===== config.mk =====
export PLATFORM = sky130hd
export DESIGN_NAME = sort_ctrl
export DESIGN_NICKNAME = d
export VERILOG_FILES = /design/src/rtl/sort_pkg.sv /design/src/rtl/sort_cmp_swap.sv /design/src/rtl/sort_ctrl.sv
export SDC_FILE = /design/constraint.sdc
export NUM_CORES = 1
export LEC_CHECK = 0
export BUFFER_PORTS_ARGS = -buffer_cell sky130_fd_sc_hd__buf_2
export CAP_MARGIN = 20
export CORE_MARGIN = 3
export CORE_UTILIZATION = 35
export CTS_BUF_LIST = sky130_fd_sc_hd__clkbuf_4 sky130_fd_sc_hd__clkbuf_8
export DETAILED_ROUTE_END_ITERATION = 10
export GPL_TIMING_DRIVEN = 1
export PLACE_DENSITY = 0.65
export SKIP_CTS_REPAIR_TIMING = 1
export SLEW_MARGIN = 40
export SYNTH_ARGS = -nofsm -noshare
export SYNTH_HDL_FRONTEND = slang
export SYNTH_SLANG_ARGS = --single-unit

===== constraint.sdc =====
create_clock -name clk -period 4.7 [get_ports clk]
set_input_delay 0.705 -clock clk [delete_from_list [all_inputs] [get_ports clk]]
set_output_delay 0.705 -clock clk [all_outputs]
set_load 0.02 [all_outputs]

===== src/rtl/sort_pkg.sv =====
// Shared types and helpers for the sequential bubble-sort controller.
// Holds default sizes, the FSM state encoding and comparison-count helpers.
package sort_pkg;

    localparam int N_DEF = 4;
    localparam int W_DEF = 3;

    typedef enum logic [1:0] {
        IDLE = 2'd0,
        SORT = 2'd1,
        DONE = 2'd2
    } state_e;

    // Comparisons in a full bubble sort of n elements.
    function automatic int num_cmp(input int n);
        return n * (n - 1) / 2;
    endfunction

    // Width needed to count 0..num_cmp(n) swaps.
    function automatic int cnt_width(input int n);
        return $clog2(num_cmp(n) + 1);
    endfunction

endpackage


===== src/rtl/sort_cmp_swap.sv =====
// Combinational compare-and-swap cell shared by every element pair.
// Ports: a, b in; lo/hi ordered out; swap high when a > b (ties keep order).
module cmp_swap #(
    parameter int W = 3
) (
    input  logic [W-1:0] a,
    input  logic [W-1:0] b,
    output logic [W-1:0] lo,
    output logic [W-1:0] hi,
    output logic         swap
);

    assign swap = (a > b);
    assign lo   = swap ? b : a;
    assign hi   = swap ? a : b;

endmodule


===== src/rtl/sort_ctrl.sv =====
// Sequential bubble sort of N unsigned W-bit values, one compare per clock.
// Ports: clk, rst_n (async low), start, din[N*W] in; busy, done, dout, swap_cnt out.
// Build option: define SORT_EARLY_EXIT_EN to stop after the first swap-free pass.
module sort_ctrl
    import sort_pkg::*;
#(
    parameter int N = N_DEF,
    parameter int W = W_DEF
) (
    input  logic                                clk,
    input  logic                                rst_n,
    input  logic                                start,
    input  logic [N*W-1:0]                      din,
    output logic                                busy,
    output logic                                done,
    output logic [N*W-1:0]                      dout,
    output logic [$clog2(N*(N-1)/2+1)-1:0]      swap_cnt
);

    localparam int K  = num_cmp(N);
    localparam int CW = cnt_width(N);
    localparam int IW = $clog2(N);

    state_e         state_q, state_d;
    logic [W-1:0]   elem_q [N];
    logic [W-1:0]   elem_d [N];
    logic [IW-1:0]  idx_q, idx_d;
    logic [IW-1:0]  pass_q, pass_d;
    logic [CW-1:0]  cnt_q, cnt_d;
    logic           busy_q, busy_d;
    logic           done_q, done_d;
`ifdef SORT_EARLY_EXIT_EN
    logic           flg_q, flg_d;
`endif

    logic [IW-1:0]  idx1;
    logic [IW-1:0]  last_idx;
    logic [W-1:0]   cs_lo, cs_hi;
    logic           cs_swap;
    logic           last_cmp;
    logic           last_pass;
    logic           finish;

    assign idx1      = idx_q + IW'(1);
    // Each pass bubbles one more maximum into place, so it ends one slot earlier.
    assign last_idx  = IW'(N - 2) - pass_q;
    assign last_cmp  = (idx_q == last_idx);
    assign last_pass = (pass_q == IW'(N - 2));

    cmp_swap #(.W(W)) u_cmp_swap (
        .a    (elem_q[idx_q]),
        .b    (elem_q[idx1]),
        .lo   (cs_lo),
        .hi   (cs_hi),
        .swap (cs_swap)
    );

`ifdef SORT_EARLY_EXIT_EN
    // A pass with no swaps (this compare included) proves the vector sorted.
    assign finish = last_cmp && (last_pass || !(flg_q || cs_swap));
`else
    assign finish = last_cmp && last_pass;
`endif

    always_comb begin
        state_d = state_q;
        elem_d  = elem_q;
        idx_d   = idx_q;
        pass_d  = pass_q;
        cnt_d   = cnt_q;
        busy_d  = 1'b0;
        done_d  = 1'b0;
`ifdef SORT_EARLY_EXIT_EN
        flg_d   = flg_q;
`endif
        unique case (state_q)
            IDLE: begin
                if (start) begin
                    for (int k = 0; k < N; k++) begin
                        elem_d[k] = din[k*W +: W];
                    end
                    cnt_d   = '0;
                    idx_d   = '0;
                    pass_d  = '0;
                    busy_d  = 1'b1;
                    state_d = SORT;
`ifdef SORT_EARLY_EXIT_EN
                    flg_d   = 1'b0;
`endif
                end
            end
            SORT: begin
                busy_d        = 1'b1;
                elem_d[idx_q] = cs_lo;
                elem_d[idx1]  = cs_hi;
                if (cs_swap) begin
                    cnt_d = cnt_q + CW'(1);
                end
`ifdef SORT_EARLY_EXIT_EN
                flg_d = flg_q | cs_swap;
`endif
                if (finish) begin
                    busy_d  = 1'b0;
                    done_d  = 1'b1;
                    state_d = DONE;
                end else if (!last_cmp) begin
                    idx_d = idx1;
                end else begin
                    pass_d = pass_q + IW'(1);
                    idx_d  = '0;
`ifdef SORT_EARLY_EXIT_EN
                    flg_d  = 1'b0;
`endif
                end
            end
            DONE: begin
                state_d = IDLE;
            end
            default: begin
                state_d = IDLE;
            end
        endcase
    end

    always_ff @(posedge clk or negedge rst_n) begin
        if (!rst_n) begin
            state_q <= IDLE;
            for (int k = 0; k < N; k++) begin
                elem_q[k] <= '0;
            end
            idx_q   <= '0;
            pass_q  <= '0;
            cnt_q   <= '0;
            busy_q  <= 1'b0;
            done_q  <= 1'b0;
`ifdef SORT_EARLY_EXIT_EN
            flg_q   <= 1'b0;
`endif
        end else begin
            state_q <= state_d;
            elem_q  <= elem_d;
            idx_q   <= idx_d;
            pass_q  <= pass_d;
            cnt_q   <= cnt_d;
            busy_q  <= busy_d;
            done_q  <= done_d;
`ifdef SORT_EARLY_EXIT_EN
            flg_q   <= flg_d;
`endif
        end
    end

    always_comb begin
        dout = '0;
        for (int k = 0; k < N; k++) begin
            dout[k*W +: W] = elem_q[k];
        end
    end

    assign busy     = busy_q;
    assign done     = done_q;
    assign swap_cnt = cnt_q;

    // K is kept for readers sizing swap_cnt; it equals the full-sort compare count.
    logic unused_k;
    assign unused_k = (K == 0);

endmodule

Word level (Yosys, flattened, before mapping)
Cells that the tools add are included.
{ "op_classes": {"addsub": 4, "magnitude_cmp": 5, "eq_ne": 8, "n_mux": 34, "bitwise": 2, "n_reduce_logical": 10} }
{ "op_table": {"columns": ["cell", "n"], "rows": [
  ["$mux W3", 10],
  ["$bwmux W12", 2],
  ["$pmux W12 S2", 1],
  ["$mux W2", 7],
  ["$bmux W3 S2", 2],
  ["$demux W3 S2", 2],
  ["$mux W12", 1],
  ["$pmux W2 S2", 3],
  ["$ne A2 B2 Y1 const B", 4],
  ["$ge A3 B3 Y1 const B", 2],
  ["$lt A3 B1 Y1 const B", 2],
  ["$not A2 Y3", 2],
  ["$pmux W3 S2", 1],
  ["$reduce_and A3 Y1", 2],
  ["$add A2 B1 Y2 const B", 2],
  ["$mux W1", 4],
  ["$reduce_and A2 Y1", 2],
  ["$reduce_and A4 Y1", 1],
  ["$add A3 B1 Y3 const B", 1],
  ["$gt A3 B3 Y1", 1],
  ["$logic_and A1 B1 Y1", 3],
  ["$eq A2 B1 Y1 const B", 1],
  ["$eq A2 B2 Y1", 1],
  ["$eq A2 B2 Y1 const B", 1],
  ["5 further kinds", 5]
]} }
{ "word_totals": {"ff_bits": 23, "out_inout_bits": 17} }

Longest topological paths before layout
{ "depth": {"depth_word": 10, "ltp_mapped": 11, "depth_no_buf": 10} }

Hierarchy
From an unflattened synthesis, not the netlist that was laid out.
{ "hier_totals": {"cells_unflattened": 158, "hier_area_um2": 1656.6} }
{ "modules_own_cells": {"columns": ["module", "instances", "cells_each", "area_each_um2", "seq_area_each_um2"], "rows": [
  ["sort_ctrl", 1, 140, 1490.2, 575.6],
  ["cmp_swap", 1, 18, 166.4, 0.0]
]} }

Worst setup path after synthesis
Ideal clock, no wire load.
{ "synth_timing": {"path_type": "flip-flop to flip-flop", "startpoint": "register idx_q[0]", "endpoint": "register elem_q (netlist bit dout[7])", "setup_time_ns": 0.143, "arrival_ns": 3.088, "required_ns": 4.557, "setup_slack_ns": 1.469, "stages_incl_launch_ff": 12, "n_path_buf": 1, "synth_period_minus_slack_ns": 3.231, "cell_sequence": "dfrtp_1 buf_6 inv_1 ha_1 mux4_1 inv_1 ha_1 nand3_1 a21boi_1 mux2_2 a221oi_1 o31ai_1"} }
{ "synth_via": {"elab_chain_len": 10, "elab_cells_between_ends": 25, "cone_classes": "add/sub (1); order compare (5); mux (15); bitwise (2); reduce/logical (2)"} }
{ "synth_rtl": {"columns": ["element", "line_no", "text"], "rows": [
  ["start: declaration", "sort_ctrl.sv:27", "logic [IW-1:0] idx_q, idx_d;"],
  ["start signal: assignment", "sort_ctrl.sv:142", "idx_q <= idx_d;"],
  ["$add A2 B1 Y2", "sort_ctrl.sv:44", "assign idx1 = idx_q + IW'(1);"],
  ["$not A2 Y3 (not written as such)", "sort_ctrl.sv:52, sort_ctrl.sv:95", null],
  ["$bmux W3 S2", "sort_ctrl.sv:52", ".b (elem_q[idx1]),"],
  ["$mux W3 (not written as such) (2 in a row)", "sort_ctrl.sv:52", null],
  ["$gt A3 B3 Y1", "sort_cmp_swap.sv:13", "assign swap = (a > b);"],
  ["$mux W3", "sort_cmp_swap.sv:14", "assign lo = swap ? b : a;"],
  ["$bwmux W12", "sort_ctrl.sv:94", "elem_d[idx_q] = cs_lo;"],
  ["$bwmux W12 (*)", "sort_ctrl.sv:95", "elem_d[idx1] = cs_hi;"],
  ["$pmux W12 S2 (*)", "sort_ctrl.sv:76", "unique case (state_q)"],
  ["end signal: assignment", "sort_ctrl.sv:141", "elem_q <= elem_d;"],
  ["end: declaration", "sort_ctrl.sv:25", "logic [W-1:0] elem_q [N];"]
]} }
Every way passes the cells marked *; elsewhere a longest branch is shown, timed or not. The select of a mux whose other input is x is not followed.
A chain may end at the register's enable or synchronous reset.

Worst setup path after layout
{ "layout_timing": {"startpoint": "register idx_q[0]", "endpoint": "register elem_q (netlist bit dout[0])"} }
Same word-level chain as after synthesis.

==> out/qor.csv <==
metric,value,unit
final_cells,231,
drc,0,
critical_path_required,4.82,ns
max_freq,270,MHz
cpPeakStageDelay,0.62,ns
cts_tree,done,
finalMaxSlewViolations,0,
htreeDepth,1,
fillCellCount,410,
rrSetupSlack,0.99,ns
insertion_delay,0.26,ns
drv_cap,0,
antenna_cells,0,
ant_nets,0,
io_pins,32,
io_buffers,31,
syn_area,1540,um^2
layout.cells.most_common,buf_2,
first_iter_violations,132,
cts_buffers,3,
synth_nets,174,
wl,3690,um
finalCritPeriodShare,78.9,%
critPathTopFamily,multiplexers,
crit_buf_inv,2,
grtUsageTotal,14.9,%
end_kind,flop,
yosysWarnings,0,
finClkSkew,0.00133,ns
num_vias,1307,
final_layout_size_suffix_gt1_share,28.2,%
worst_path_max_delay_cell,dfrtp_1,
crit_arrival,3.83,ns
core_area,4120,um^2
outcome,finished clean,
path_clk_slew,0.08,ns
grt_remaining_overflow,0,
postSynthCellCount,149,
initial_utilization,37.4,%
crit_type,reg2reg,
hold-worst-slack,0.412,ns
slew_headroom,51.9,%
routed_via_density,5.66,
gp_congestion,0.847,
die-area,5230,um^2
setup_viol_count_final,0,
clockRootBuffer,clkbuf_8,
layout_common_cells,"31 x buf_2, 23 x dfrtp_1, 18 x nor2_1",
crit_path_cell_trace,inv_1 -> ha_1 -> mux4_1 -> inv_1 -> ha_1 -> nand3_1 -> a21boi_1 -> mux2_2 -> a221oi_1 -> o31ai_1,
worst_slew_pin_slew,0.714,ns
wl_per_cell,16.0,um
grt_pass1_wl,6170,um
crit_path_start_kind,flop,
netlist-cell-type-count,28,
drtPass1Iterations,4,
grt_max_degree,24,
finalHoldViolCount,0,
avgSynthCellArea,10.3,um^2
dp_hpwl,2890,um
fin_nets,207,
postLayoutCoreUtil,43.4,%
setup_tns,0,ns
min_period,3.71,ns
rsz0062_at_grt,false,
area_growth,16.1,%
num_rows,23,
dpl.cell_count,227,
antenna_found_initial,0,
grt_pass1_vias,1287,
cp_max_fo,11,
cts.sinks,23,
ys_seq_area_share,37.4,%
synth-seq-cells,23,
dieWidth,72.3,um
fp.dieH,72.3,um
clk_path_buf_depth,2,
hp-class,in2async,
## registers in the layout (all words and copies together), names as in the netlist
name      count
busy          1
done          1
dout         12
idx_q         2
pass_q        2
state_q       2
swap_cnt      3
## cell families after synthesis
logic type	share of synthesized area, %
AND/OR/NAND/NOR	14.0
AO/OA/AOI/OAI	18.6
flip-flops	37.4
multiplexers	17.5
buffers and inverters	3.25
adder cells (fa/ha/maj)	8.13
XOR/XNOR	1.14
## metal layers
layer	vias up	global-route usage, %	wire (um)
li1	630	-	-
met1	643	19.9	1560
met2	32	25.2	1970
met3	2	0.970	134
met4	0	5.85	23
met5	-	0	0
## metrics by stage
| stage | setup slack [ns] | cell area, um^2 |
|---|---|---|
| after floorplan | 1.47 | 1540 |
| after global placement | 1.09 | 1740 |
| after detailed placement | 0.991 | 1740 |
| after CTS | 0.976 | 1790 |
| after global routing | 0.700 | 1790 |
| final | 0.990 | 1790 |
## path summary, 6_finish.rpt
path / from / to / cells past startpoint
hold / removal: rst_n / dout[2] / 1
setup / recovery: idx_q[0] / dout[0] / 10
max in group asynchronous: rst_n / dout[4] / 1
hold reg to reg: pass_q[1] / pass_q[1] / 1
setup reg to reg: idx_q[0] / dout[0] / 10
min in group clk: pass_q[1] / pass_q[1] / 1
## cell type report
| cell class | count | area, um^2 | share of cell area, % |
|---|---|---|---|
| Clock buffer | 3 | 41.3 | 2.31 |
| Clock inverter | 1 | 5.00 | 0.280 |
| Inverter | 7 | 26.3 | 1.47 |
| Multi-Input combinational cell | 115 | 913 | 51.1 |
| Sequential cell | 23 | 576 | 32.2 |
| Tap cell | 50 | 62.6 | 3.50 |
| Timing Repair Buffer | 32 | 163 | 9.10 |
## Yosys cell counts, drive strengths merged
| master | number | share of area, % |
|---|---|---|
| or2 | 1 | 0.41 |
| a221oi | 12 | 6.8 |
| mux4 | 6 | 9.3 |
| inv | 7 | 1.7 |
| nand2 | 16 | 3.9 |
| buf | 2 | 1.1 |
| a21oi | 1 | 0.32 |
| o21ai | 5 | 1.6 |
| nor2 | 18 | 4.4 |
| and3 | 2 | 0.81 |
| mux2 | 10 | 7.6 |
| o22ai | 1 | 0.41 |
| nor2b | 6 | 2.4 |
| mux2i | 1 | 0.65 |
| a22o | 4 | 2.3 |
| a21boi | 1 | 0.49 |
| nand3b | 1 | 0.49 |
| xor2 | 2 | 1.1 |
| nand2b | 3 | 1.2 |
| nand3 | 1 | 0.32 |
| o31ai | 12 | 5.9 |
| clkbuf | 2 | 0.49 |
| a31oi | 2 | 0.81 |
| dfrtp | 23 | 37 |
| ha | 10 | 8.1 |
Power is left out: the tool's default activity adds up to more than one toggle a clock period on the data nets, which glitch-free logic cannot reach.
